==> config.mk <==
export PLATFORM = sky130hd
export DESIGN_NAME = instr_fetch_unit
export DESIGN_NICKNAME = d
export VERILOG_FILES = /design/src/rtl/mips_pkg.sv /design/src/rtl/branch_target_unit.sv /design/src/rtl/instr_fetch_unit.sv
export SDC_FILE = /design/constraint.sdc
export NUM_CORES = 1
export LEC_CHECK = 0
export BUFFER_PORTS_ARGS = -buffer_cell sky130_fd_sc_hd__buf_2
export CELL_PAD_IN_SITES_DETAIL_PLACEMENT = 1
export CELL_PAD_IN_SITES_GLOBAL_PLACEMENT = 2
export CORE_UTILIZATION = 30
export DETAILED_ROUTE_END_ITERATION = 8
export HOLD_SLACK_MARGIN = 0.02
export PLACE_DENSITY_LB_ADDON = 0.1
export SETUP_SLACK_MARGIN = 0.15
export SYNTH_ARGS = -nofsm -noshare
export SYNTH_HDL_FRONTEND = slang
export SYNTH_HIERARCHICAL = 1
export SYNTH_SLANG_ARGS = --single-unit
==> constraint.sdc <==
create_clock -name clk -period 5 [get_ports clk]
set_input_delay 0 -clock clk [delete_from_list [all_inputs] [get_ports clk]]
set_output_delay 0 -clock clk [all_outputs]
set_load 0.05 [all_outputs]
==> src/rtl/mips_pkg.sv <==
// Shared TinyTout MIPS definitions: opcodes, ALU op codes, control-bus bit
// positions, fetch FSM state encoding and the branch-offset helper.
package mips_pkg;

  localparam logic [5:0] OP_RTYPE = 6'h00;
  localparam logic [5:0] OP_J     = 6'h02;
  localparam logic [5:0] OP_JAL   = 6'h03;
  localparam logic [5:0] OP_BEQ   = 6'h04;
  localparam logic [5:0] OP_BNE   = 6'h05;
  localparam logic [5:0] OP_ADDI  = 6'h08;
  localparam logic [5:0] OP_LW    = 6'h23;
  localparam logic [5:0] OP_SW    = 6'h2B;

  localparam logic [2:0] ALU_ADD = 3'd0;
  localparam logic [2:0] ALU_SUB = 3'd1;
  localparam logic [2:0] ALU_AND = 3'd2;
  localparam logic [2:0] ALU_OR  = 3'd3;
  localparam logic [2:0] ALU_SLT = 3'd4;

  localparam int unsigned CTRL_JUMP_BIT = 1;
  localparam int unsigned CTRL_BEQ_BIT  = 2;
  localparam int unsigned CTRL_BNE_BIT  = 3;

  localparam logic [2:0] RESET_S = 3'd0;
  localparam logic [2:0] FETCH   = 3'd1;
  localparam logic [2:0] DECODE  = 3'd2;
  localparam logic [2:0] EXEC    = 3'd3;
  localparam logic [2:0] HALT    = 3'd4;

  // Word offset of a branch immediate, sign-extended to a byte offset.
  function automatic logic [31:0] branch_offset(input logic [15:0] imm);
    return {{14{imm[15]}}, imm, 2'b00};
  endfunction

endpackage

==> src/rtl/branch_target_unit.sv <==
// Combinational next-PC selection: jump, taken BEQ/BNE, or sequential pc+4.
module branch_target_unit
  import mips_pkg::*;
(
  input  logic [31:0] pc,
  input  logic [31:0] ir,
  input  logic        ctrl_jump,
  input  logic        ctrl_beq,
  input  logic        ctrl_bne,
  input  logic        alu_zero,
  output logic [31:0] next_pc
);

  logic [31:0] p4;
  logic [31:0] br_target;
  logic        unused_opcode;

  assign p4            = pc + 32'd4;
  assign br_target     = p4 + branch_offset(ir[15:0]);
  assign unused_opcode = ^ir[31:26];

  // NOTE: next_pc is assigned on every path, so no latch is inferred.
  always_comb begin
    if (ctrl_jump)                  next_pc = {p4[31:28], ir[25:0], 2'b00};
    else if (ctrl_beq && alu_zero)  next_pc = br_target;
    else if (ctrl_bne && !alu_zero) next_pc = br_target;
    else                            next_pc = p4;
  end

endmodule

==> src/rtl/instr_fetch_unit.sv <==
// Instruction-fetch front end: owns the PC and IR, fetches from instruction
// memory, hands the opcode to the control unit and retires instructions.
module instr_fetch_unit
  import mips_pkg::*;
#(
  parameter logic [31:0] RESET_PC = 32'h0000_0000,
  parameter int unsigned TIMEOUT  = 255
) (
  input  logic        clk,
  input  logic        rst,
  output logic        imem_req,
  output logic [31:0] imem_addr,
  input  logic        imem_ready,
  input  logic [31:0] imem_rdata,
  output logic [31:0] ir,
  output logic [5:0]  opcode,
  output logic        ir_valid,
  input  logic        ctrl_jump,
  input  logic        ctrl_beq,
  input  logic        ctrl_bne,
  input  logic        alu_zero,
  input  logic        stall,
  output logic [31:0] pc,
  output logic        fetch_err,
  output logic [31:0] retired
);

  logic [2:0]  state_q, state_d;
  logic [31:0] pc_q, pc_d;
  logic [31:0] ir_q, ir_d;
  logic [31:0] wait_q, wait_d;
  logic        err_q, err_d;
  logic [31:0] retired_q, retired_d;
  logic [31:0] next_pc;

  branch_target_unit u_btu (
    .pc        (pc_q),
    .ir        (ir_q),
    .ctrl_jump (ctrl_jump),
    .ctrl_beq  (ctrl_beq),
    .ctrl_bne  (ctrl_bne),
    .alu_zero  (alu_zero),
    .next_pc   (next_pc)
  );

  // NOTE: every next-state signal takes its hold value first, then the case
  // overrides only what changes; this keeps the block free of latches.
  always_comb begin
    state_d   = state_q;
    pc_d      = pc_q;
    ir_d      = ir_q;
    wait_d    = wait_q;
    err_d     = err_q;
    retired_d = retired_q;
    case (state_q)
      RESET_S: state_d = FETCH;
      FETCH: begin
        if (imem_ready) begin
          ir_d    = imem_rdata;
          wait_d  = '0;
          state_d = DECODE;
        end else begin
          wait_d = wait_q + 32'd1;
          if (TIMEOUT != 0 && wait_d == TIMEOUT) begin
            err_d   = 1'b1;
            state_d = HALT;
          end
        end
      end
      DECODE: state_d = EXEC;
      EXEC: begin
        if (!stall) begin
          pc_d      = next_pc;
          retired_d = retired_q + 32'd1;
          state_d   = FETCH;
        end
      end
      HALT:    state_d = HALT;
      default: state_d = RESET_S;
    endcase
  end

  // NOTE: state registers use non-blocking assignments so every flop samples
  // the pre-edge values regardless of statement order.
  always_ff @(posedge clk) begin
    if (rst) begin
      state_q   <= RESET_S;
      pc_q      <= RESET_PC;
      ir_q      <= '0;
      wait_q    <= '0;
      err_q     <= 1'b0;
      retired_q <= '0;
    end else begin
      state_q   <= state_d;
      pc_q      <= pc_d;
      ir_q      <= ir_d;
      wait_q    <= wait_d;
      err_q     <= err_d;
      retired_q <= retired_d;
    end
  end

  assign imem_req  = (state_q == FETCH);
  assign imem_addr = pc_q;
  assign ir_valid  = (state_q == DECODE);
  assign ir        = ir_q;
  assign opcode    = ir_q[31:26];
  assign pc        = pc_q;
  assign fetch_err = err_q;
  assign retired   = retired_q;

endmodule

==> results.py, run 1 <==
metrics = {
    "synthesis": {
        "arithmetic_cell_share_of_the_synthesized_area_counting_full_adders_half_adders_and_majority_gates_pct": 5.67,
        "post_synth_mux_area_share_pct": 1.78,
        "synth.cell_area_um2": 9190,
        "synth_simple_gate_area_share_pct": 27.6,
        "syn_nets": 1313,
        "xor_and_xnor_fraction_of_the_mapped_netlist_area_pct": 9.06,
        "synth_seq_cells": 132,
        "ys.flop_type": "sky130_fd_sc_hd__dfxtp_1",
        "netlist_instances": 1232,
        "compound_gate_portion_of_the_synthesized_area_pct": 19.9,
        "async_flop_share_pct": 0,
        "synth-edff-count": 0,
        "synth.yosys.warnings": 6,
        "largest_family_of_logic_cells_by_synthesized_area": "simple AND/OR/NAND/NOR gates",
        "synthesis.area_per_instance_um2": 7.46,
        "ys_seq_area_share_pct": 28.8,
        "synth_cell_types": 64,
    },
    "worst_hold_path": {
        "worstHoldStart": "rst",
        "timing.hold.worst.class": "in -> reg",
    },
    "pwr": {
        "p_per_cell_area_nw_per_um2": 248,
        "irDropWorstVdd_mv": 0.166,
        "power.total_mw": 2.73,
        "leakage_dissipation_nw": 4.76,
    },
    "final_layout": {
        "drive_above_1_share_pct": 18.7,
        "design.final.nets": 1443,
        "multiInputGateArea_um2": 5890,
        "count_of_placed_standard_cells_in_the_final_layout_fillers_left_out": 1765,
        "nFillCells": 3741,
        "area_growth_syn_to_layout_pct": 19.7,
        "final_util_pct": 36.8,
        "seq_area_um2": 2640,
        "total_non_filler_cell_area_in_the_finished_layout_um2": 11000,
        "ant_cells": 0,
    },
    "placed_design": {
        "hpwl_um": 22200,
        "dpl_cell_area_um2": 10100,
        "io_buffer_count": 176,
        "numPlacedInstances": 1700,
        "routabilityCongestion": 0.826,
        "dp_slack_ns": 0.799,
    },
    "die": {
        "top_level_port_count": 177,
        "core_area_um2": 29900,
        "fp-row-count": 63,
        "die-area_um2": 31300,
        "die_height_um": 177,
        "width_of_the_chip_um": 177,
        "initial_utilization_pct": 30.8,
    },
    "clock_tree": {
        "cts_sinks": 132,
        "source_to_sink_clock_delay_at_the_later_pin_of_the_worst_skew_pair_ns": 0.43,
        "ctsLongestPathBuffers": 2,
        "cts_tree": "built",
        "cts_setup_buffers": 0,
        "cts_max_level": 4,
        "numCtsBuffers": 17,
        "ctsResizeCount": 0,
        "clk_transition_reported_paths_ns": 0.08,
        "holdBufCountCts": 33,
        "buffer_type_at_the_clock_tree_root": "sky130_fd_sc_hd__clkbuf_16",
    },
    "detailed_routing": {
        "postRouteAntennaNets": 0,
        "detailroute.via_count": 9190,
        "viasPerCell": 5.21,
        "wire_per_inst_um": 18.1,
        "postRouteWirelength_um": 32000,
        "drt-initial-drc-count": 332,
        "drc_errors": 0,
        "drt_first_pass_iters": 4,
    },
    "global_routing": {
        "grt-ovfl-total": 0,
        "via_count_of_the_first_global_routing_pass": 9282,
        "antenna_violations_before_repair": 0,
        "grt_pass1_wl_um": 51800,
        "grt_start_max_net_pins": 82,
        "gr_util_all_layers_pct": 20.9,
    },
    "worst_setup_path": {
        "worstSetupPathType": "reg -> reg",
        "worst_setup_path_start_kind": "register",
        "critical_path.reg2reg.startpoint": "imem_addr[11]",
        "setup.reg_to_reg.worst_slack_ns": 0.76,
        "critPathArrivalTime_ns": 4.51,
        "worst-endpoint-required_ns": 5.27,
        "setup.worst_path.start": "imem_addr[11]",
        "critPathCaptureType": "register",
        "critical_path_peak_fanout": 8,
    },
    "sta": {
        "finClkSkew_ns": 0.0132,
        "timing.setup.tns_ns": 0,
        "final_critical_path_setup_slack_ns": 0.760,
        "setup_repair_after_global_routing_missed_its_margin": "no",
        "tightest_slew_ns": 0.985,
        "max-slew-margin-rel_pct": 34.4,
        "fmax_ghz": 0.236,
        "period_share_pct": 84.8,
        "hold-worst-slack_ns": 0.162,
        "finalHoldViolations": 0,
        "min_period_ns": 4.24,
        "final_max_slew_viol_count": 0,
        "number_of_setup_violations_in_the_final_report": 0,
    },
    "run_status": {
        "outcome": "finished, final reports clean",
    },
    "job": {
        "drv.max_cap_violation_count": 0,
    },
}
[area by class of cell]
type | count | share of cell area (%)
multi-input combinational | 970 | 53.5
sequential | 132 | 24.0
timing repair buffer | 218 | 11.7
tap | 390 | 4.44
clock buffer | 17 | 3.87
clock inverter | 15 | 1.68
inverter | 23 | 0.785
[synthesized netlist by cell type (all sizes together) (4+ instances only)]
master / number / area, um2
a211o: 7 / 61.3
a211oi: 9 / 67.6
a21o: 27 / 203
a21oi: 144 / 721
a221oi: 4 / 35.0
a22oi: 7 / 52.6
a31o: 4 / 35.0
a31oi: 21 / 131
and2: 10 / 66.3
and3: 21 / 131
and4: 12 / 110
buf: 57 / 387
clkbuf: 50 / 188
dfxtp: 132 / 2640
ha: 40 / 500
inv: 23 / 86.3
mux2: 11 / 124
mux2i: 4 / 40.0
nand2: 192 / 721
nand2b: 9 / 56.3
nand3: 37 / 185
nand3b: 4 / 30.0
nand4: 41 / 284
nor2: 110 / 413
nor2b: 12 / 75.1
nor3: 19 / 121
nor4: 12 / 118
o211ai: 7 / 52.6
o21ai: 54 / 270
o31ai: 4 / 30.0
or2: 5 / 36.3
or3: 19 / 120
xnor2: 53 / 464
xor2: 42 / 368
[critical path, cell delays in order (launching register included)]
cell and delay, ns:
sky130_fd_sc_hd__dfxtp_1 0.50, sky130_fd_sc_hd__nand4_2 0.19, sky130_fd_sc_hd__or4_4 0.54, sky130_fd_sc_hd__nor2_1 0.26
sky130_fd_sc_hd__and4_1 0.25, sky130_fd_sc_hd__xor2_1 0.30, sky130_fd_sc_hd__ha_1 0.40, sky130_fd_sc_hd__a21o_1 0.26
sky130_fd_sc_hd__a21o_1 0.18, sky130_fd_sc_hd__a21oi_1 0.17, sky130_fd_sc_hd__o221ai_1 0.13, sky130_fd_sc_hd__a31oi_1 0.23
sky130_fd_sc_hd__xor2_1 0.18, sky130_fd_sc_hd__a21oi_1 0.09, sky130_fd_sc_hd__mux2_2 0.29, sky130_fd_sc_hd__nand2_1 0.06
sky130_fd_sc_hd__a21oi_1 0.06
[state kept, by name, indices dropped and copies added, names as in the netlist]
register and flops:
fetch_err 1, imem_addr 32, ir 32, retired 32, state_q 3, wait_q 32
[per-layer routing]
layer	vias up	GRT usage [%]	wire, um
li1	4564	-	-
met1	4470	28.3	15600
met2	131	34.9	15100
met3	25	2.92	908
met4	0	4.96	418
met5	-	0	0
[path summary, 6_finish.rpt]
path,to,cells after the start
worst max-delay path,imem_addr[25],16
worst max register to register,imem_addr[25],16
worst min-delay path,retired[8],2
worst min register to register,ir[26],2
[power by group]
| group | total (mW) | internal (mW) | switching, mW |
|---|---|---|---|
| Combinational | 0.326 | 0.102 | 0.224 |
| Clock | 1.32 | 0.679 | 0.641 |
| Sequential | 1.09 | 1.07 | 0.0188 |
[cell families (layout without fill, tap and decap cells)]
kind of cell	after synthesis	after routing
simple gates	511	511
compound gates	308	308
flops	132	132
buf+inv	130	273
xor+xnor	95	95
fa+ha+maj	41	41
mux	15	15
[cells in the final DEF, fill, tap and decap left out, types with 6 or more instances in the layout]
master and n:
sky130_fd_sc_hd__buf_4 10, sky130_fd_sc_hd__a22oi_1 7, sky130_fd_sc_hd__and2_1 8, sky130_fd_sc_hd__nor3_1 15, sky130_fd_sc_hd__o21ai_0 54, sky130_fd_sc_hd__inv_1 23, sky130_fd_sc_hd__a21o_1 27, sky130_fd_sc_hd__xor2_1 42
sky130_fd_sc_hd__a31oi_1 21, sky130_fd_sc_hd__a211oi_1 9, sky130_fd_sc_hd__ha_1 40, sky130_fd_sc_hd__nand3_1 37, sky130_fd_sc_hd__or3_1 18, sky130_fd_sc_hd__o211ai_1 7, sky130_fd_sc_hd__and4_1 10, sky130_fd_sc_hd__nand2_1 192
sky130_fd_sc_hd__nor2b_1 12, sky130_fd_sc_hd__nand4_1 38, sky130_fd_sc_hd__buf_2 175, sky130_fd_sc_hd__mux2_2 11, sky130_fd_sc_hd__a21oi_1 144, sky130_fd_sc_hd__nand2b_1 9, sky130_fd_sc_hd__nor2_1 110, sky130_fd_sc_hd__dlygate4sd3_1 33
sky130_fd_sc_hd__clkbuf_16 17, sky130_fd_sc_hd__dfxtp_1 132, sky130_fd_sc_hd__clkinv_8 6, sky130_fd_sc_hd__xnor2_1 53, sky130_fd_sc_hd__a211o_1 7, sky130_fd_sc_hd__nor4_1 8, sky130_fd_sc_hd__and3_1 21
Power figures use the tool's default switching activity.
==> inputs of run 2 (changes only) <==
==> constraint.sdc (replaced) <==
create_clock -name clk -period 4 [get_ports clk]
set_input_delay 0 -clock clk [delete_from_list [all_inputs] [get_ports clk]]
set_output_delay 0 -clock clk [all_outputs]
set_load 0.05 [all_outputs]
==> results.py, run 2 (synthesis results as in run 1) <==
metrics = {
    "run_status": {
        "outcome": "finished, final reports clean",
    },
    "sta": {
        "finalHoldViolations": 0,
        "timing.setup.tns_ns": 0,
        "max-slew-margin-rel_pct": 34.0,
        "tightest_slew_ns": 0.989,
        "final_max_slew_viol_count": 0,
        "finClkSkew_ns": 0.0177,
        "period_share_pct": 95.1,
        "min_period_ns": 3.80,
        "number_of_setup_violations_in_the_final_report": 0,
        "fmax_ghz": 0.263,
        "final_critical_path_setup_slack_ns": 0.195,
        "setup_repair_after_global_routing_missed_its_margin": "yes",
    },
    "clock_tree": {
        "ctsLongestPathBuffers": 2,
        "numCtsBuffers": 17,
        "cts_max_level": 4,
        "cts_tree": "built",
        "buffer_type_at_the_clock_tree_root": "sky130_fd_sc_hd__clkbuf_16",
        "source_to_sink_clock_delay_at_the_later_pin_of_the_worst_skew_pair_ns": 0.43,
        "cts_sinks": 132,
        "clk_transition_reported_paths_ns": 0.08,
    },
    "worst_setup_path": {
        "critical_path.reg2reg.startpoint": "imem_addr[13]",
        "setup.worst_path.end": "imem_addr[25]",
        "critPathCaptureType": "register",
        "regToRegEndpoint": "imem_addr[25]",
        "worst_setup_path_start_kind": "register",
        "critical_path_peak_fanout": 6,
        "setup.worst_path.start": "imem_addr[13]",
        "critPathArrivalTime_ns": 4.09,
        "setup.reg_to_reg.worst_slack_ns": 0.20,
        "worstSetupPathType": "reg -> reg",
        "timing.reg2reg.worst_path_depth": 16,
        "worst-endpoint-required_ns": 4.29,
    },
    "detailed_routing": {
        "postRouteAntennaNets": 0,
        "drt_first_pass_iters": 4,
        "drc_errors": 0,
        "postRouteWirelength_um": 32500,
        "viasPerCell": 5.19,
        "detailroute.via_count": 9347,
        "drt-initial-drc-count": 290,
        "wire_per_inst_um": 18.0,
    },
    "placed_design": {
        "io_buffer_count": 176,
        "dp_slack_ns": 0.0563,
        "hpwl_um": 23000,
        "routabilityCongestion": 0.859,
    },
    "die": {
        "initial_utilization_pct": 30.8,
        "fp-row-count": 63,
        "core_area_um2": 29900,
        "width_of_the_chip_um": 177,
        "die_height_um": 177,
        "die-area_um2": 31300,
        "top_level_port_count": 177,
    },
    "global_routing": {
        "antenna_violations_before_repair": 0,
        "grt_start_max_net_pins": 57,
        "grt_pass1_wl_um": 51400,
        "via_count_of_the_first_global_routing_pass": 9355,
        "gr_util_all_layers_pct": 20.7,
        "grt-ovfl-total": 0,
    },
    "final_layout": {
        "top_library_cells_by_usage_in_the_layout_fill_and_taps_aside": "192 x sky130_fd_sc_hd__nand2_1, 175 x sky130_fd_sc_hd__buf_2, 143 x sky130_fd_sc_hd__a21oi_1",
        "area_growth_syn_to_layout_pct": 23.8,
        "final_common_cell": "sky130_fd_sc_hd__nand2_1",
        "design.final.nets": 1478,
        "final_util_pct": 38.1,
        "drive_above_1_share_pct": 22.4,
        "ant_cells": 0,
    },
    "job": {
        "drv.max_cap_violation_count": 0,
    },
    "pwr": {
        "irDropWorstVdd_mv": 0.235,
        "leakage_dissipation_nw": 4.97,
        "power.total_mw": 3.42,
        "p_per_cell_area_nw_per_um2": 300,
    },
    "worst_hold_path": {
        "timing.hold.worst.class": "in -> reg",
    },
}
[run 2: cell count changes in the layout (fill, tap and decap cells not counted), moves of 3 or more]
cell	previous run	this run
sky130_fd_sc_hd__dfxtp_2	0	5
sky130_fd_sc_hd__dfxtp_1	132	124
sky130_fd_sc_hd__nor2_1	110	107
sky130_fd_sc_hd__dfxtp_4	0	3
sky130_fd_sc_hd__buf_4	10	45
[run 2: routing by layer]
| metal | wire (um) | track usage, % | vias to the layer above |
|---|---|---|---|
| met1 | 15900 | 27.8 | 4571 |
| met3 | 728 | 2.73 | 24 |
| met5 | 0 | 0 | - |
| li1 | - | - | 4626 |
| met4 | 341 | 5.14 | 0 |
| met2 | 15600 | 34.9 | 126 |
[run 2: where the power goes]
part	internal, mW	switching [mW]	leakage, nW	total (mW)
Clock	0.851	0.794	0.294	1.64
Sequential	1.33	0.0243	1.07	1.36
Combinational	0.134	0.281	3.60	0.415
[run 2: worst min path at each step]
stage | endpoint | depth (start not counted) | startpoint | slack, ns
finish | retired[18] | 2 | rst | 0.06
global placement | ir[0] | 3 | imem_rdata[0] | 0.24
CTS | retired[16] | 2 | rst | 0.07
floorplan | ir[0] | 2 | imem_rdata[0] | 0.14
detailed placement | ir[5] | 3 | imem_rdata[5] | 0.25
global route | retired[16] | 2 | rst | 0.08
[run 2: stage by stage]
stage,std cells,hold slack [ns],cell area [um2]
after global routing,1800,0.0804,11400
after detailed placement,1728,0.248,10300
after CTS,1793,0.0742,11200
after global placement,1728,0.242,10300
final,1800,0.0562,11400
after floorplan,1232,0.136,9200
[run 2: worst max-delay path: stages (launching register included)]
cell	delay [ns]
sky130_fd_sc_hd__dfxtp_4	0.39
sky130_fd_sc_hd__nand4_2	0.12
sky130_fd_sc_hd__or4_4	0.59
sky130_fd_sc_hd__nor2_2	0.17
sky130_fd_sc_hd__and4_1	0.26
sky130_fd_sc_hd__xor2_2	0.19
sky130_fd_sc_hd__ha_1	0.31
sky130_fd_sc_hd__a21o_1	0.23
sky130_fd_sc_hd__a21o_1	0.18
sky130_fd_sc_hd__a21oi_1	0.17
sky130_fd_sc_hd__o221ai_1	0.16
sky130_fd_sc_hd__a31oi_1	0.22
sky130_fd_sc_hd__xor2_1	0.17
sky130_fd_sc_hd__a21oi_1	0.08
sky130_fd_sc_hd__mux2_2	0.29
sky130_fd_sc_hd__nand2_1	0.06
sky130_fd_sc_hd__a21oi_1	0.06
[run 2: what timing repair did]
item	CTS	global route
setup endpoints to repair	3	9
buffers inserted	0	7
gates resized for setup	4	19
pin swaps	0	10
gates cloned	0	0
endpoints found under the hold margin	33	0
hold buffers	33	0
[run 2: layout make-up]
| type | count | area, um2 |
|---|---|---|
| clock buffers | 17 | 425 |
| clock inverters | 15 | 188 |
| fillers | 3738 | 18500 |
| inverters | 23 | 86.3 |
| multi-input cells | 970 | 5980 |
| flip-flops and latches | 132 | 2660 |
| well taps | 390 | 488 |
| repair buffers | 253 | 1540 |
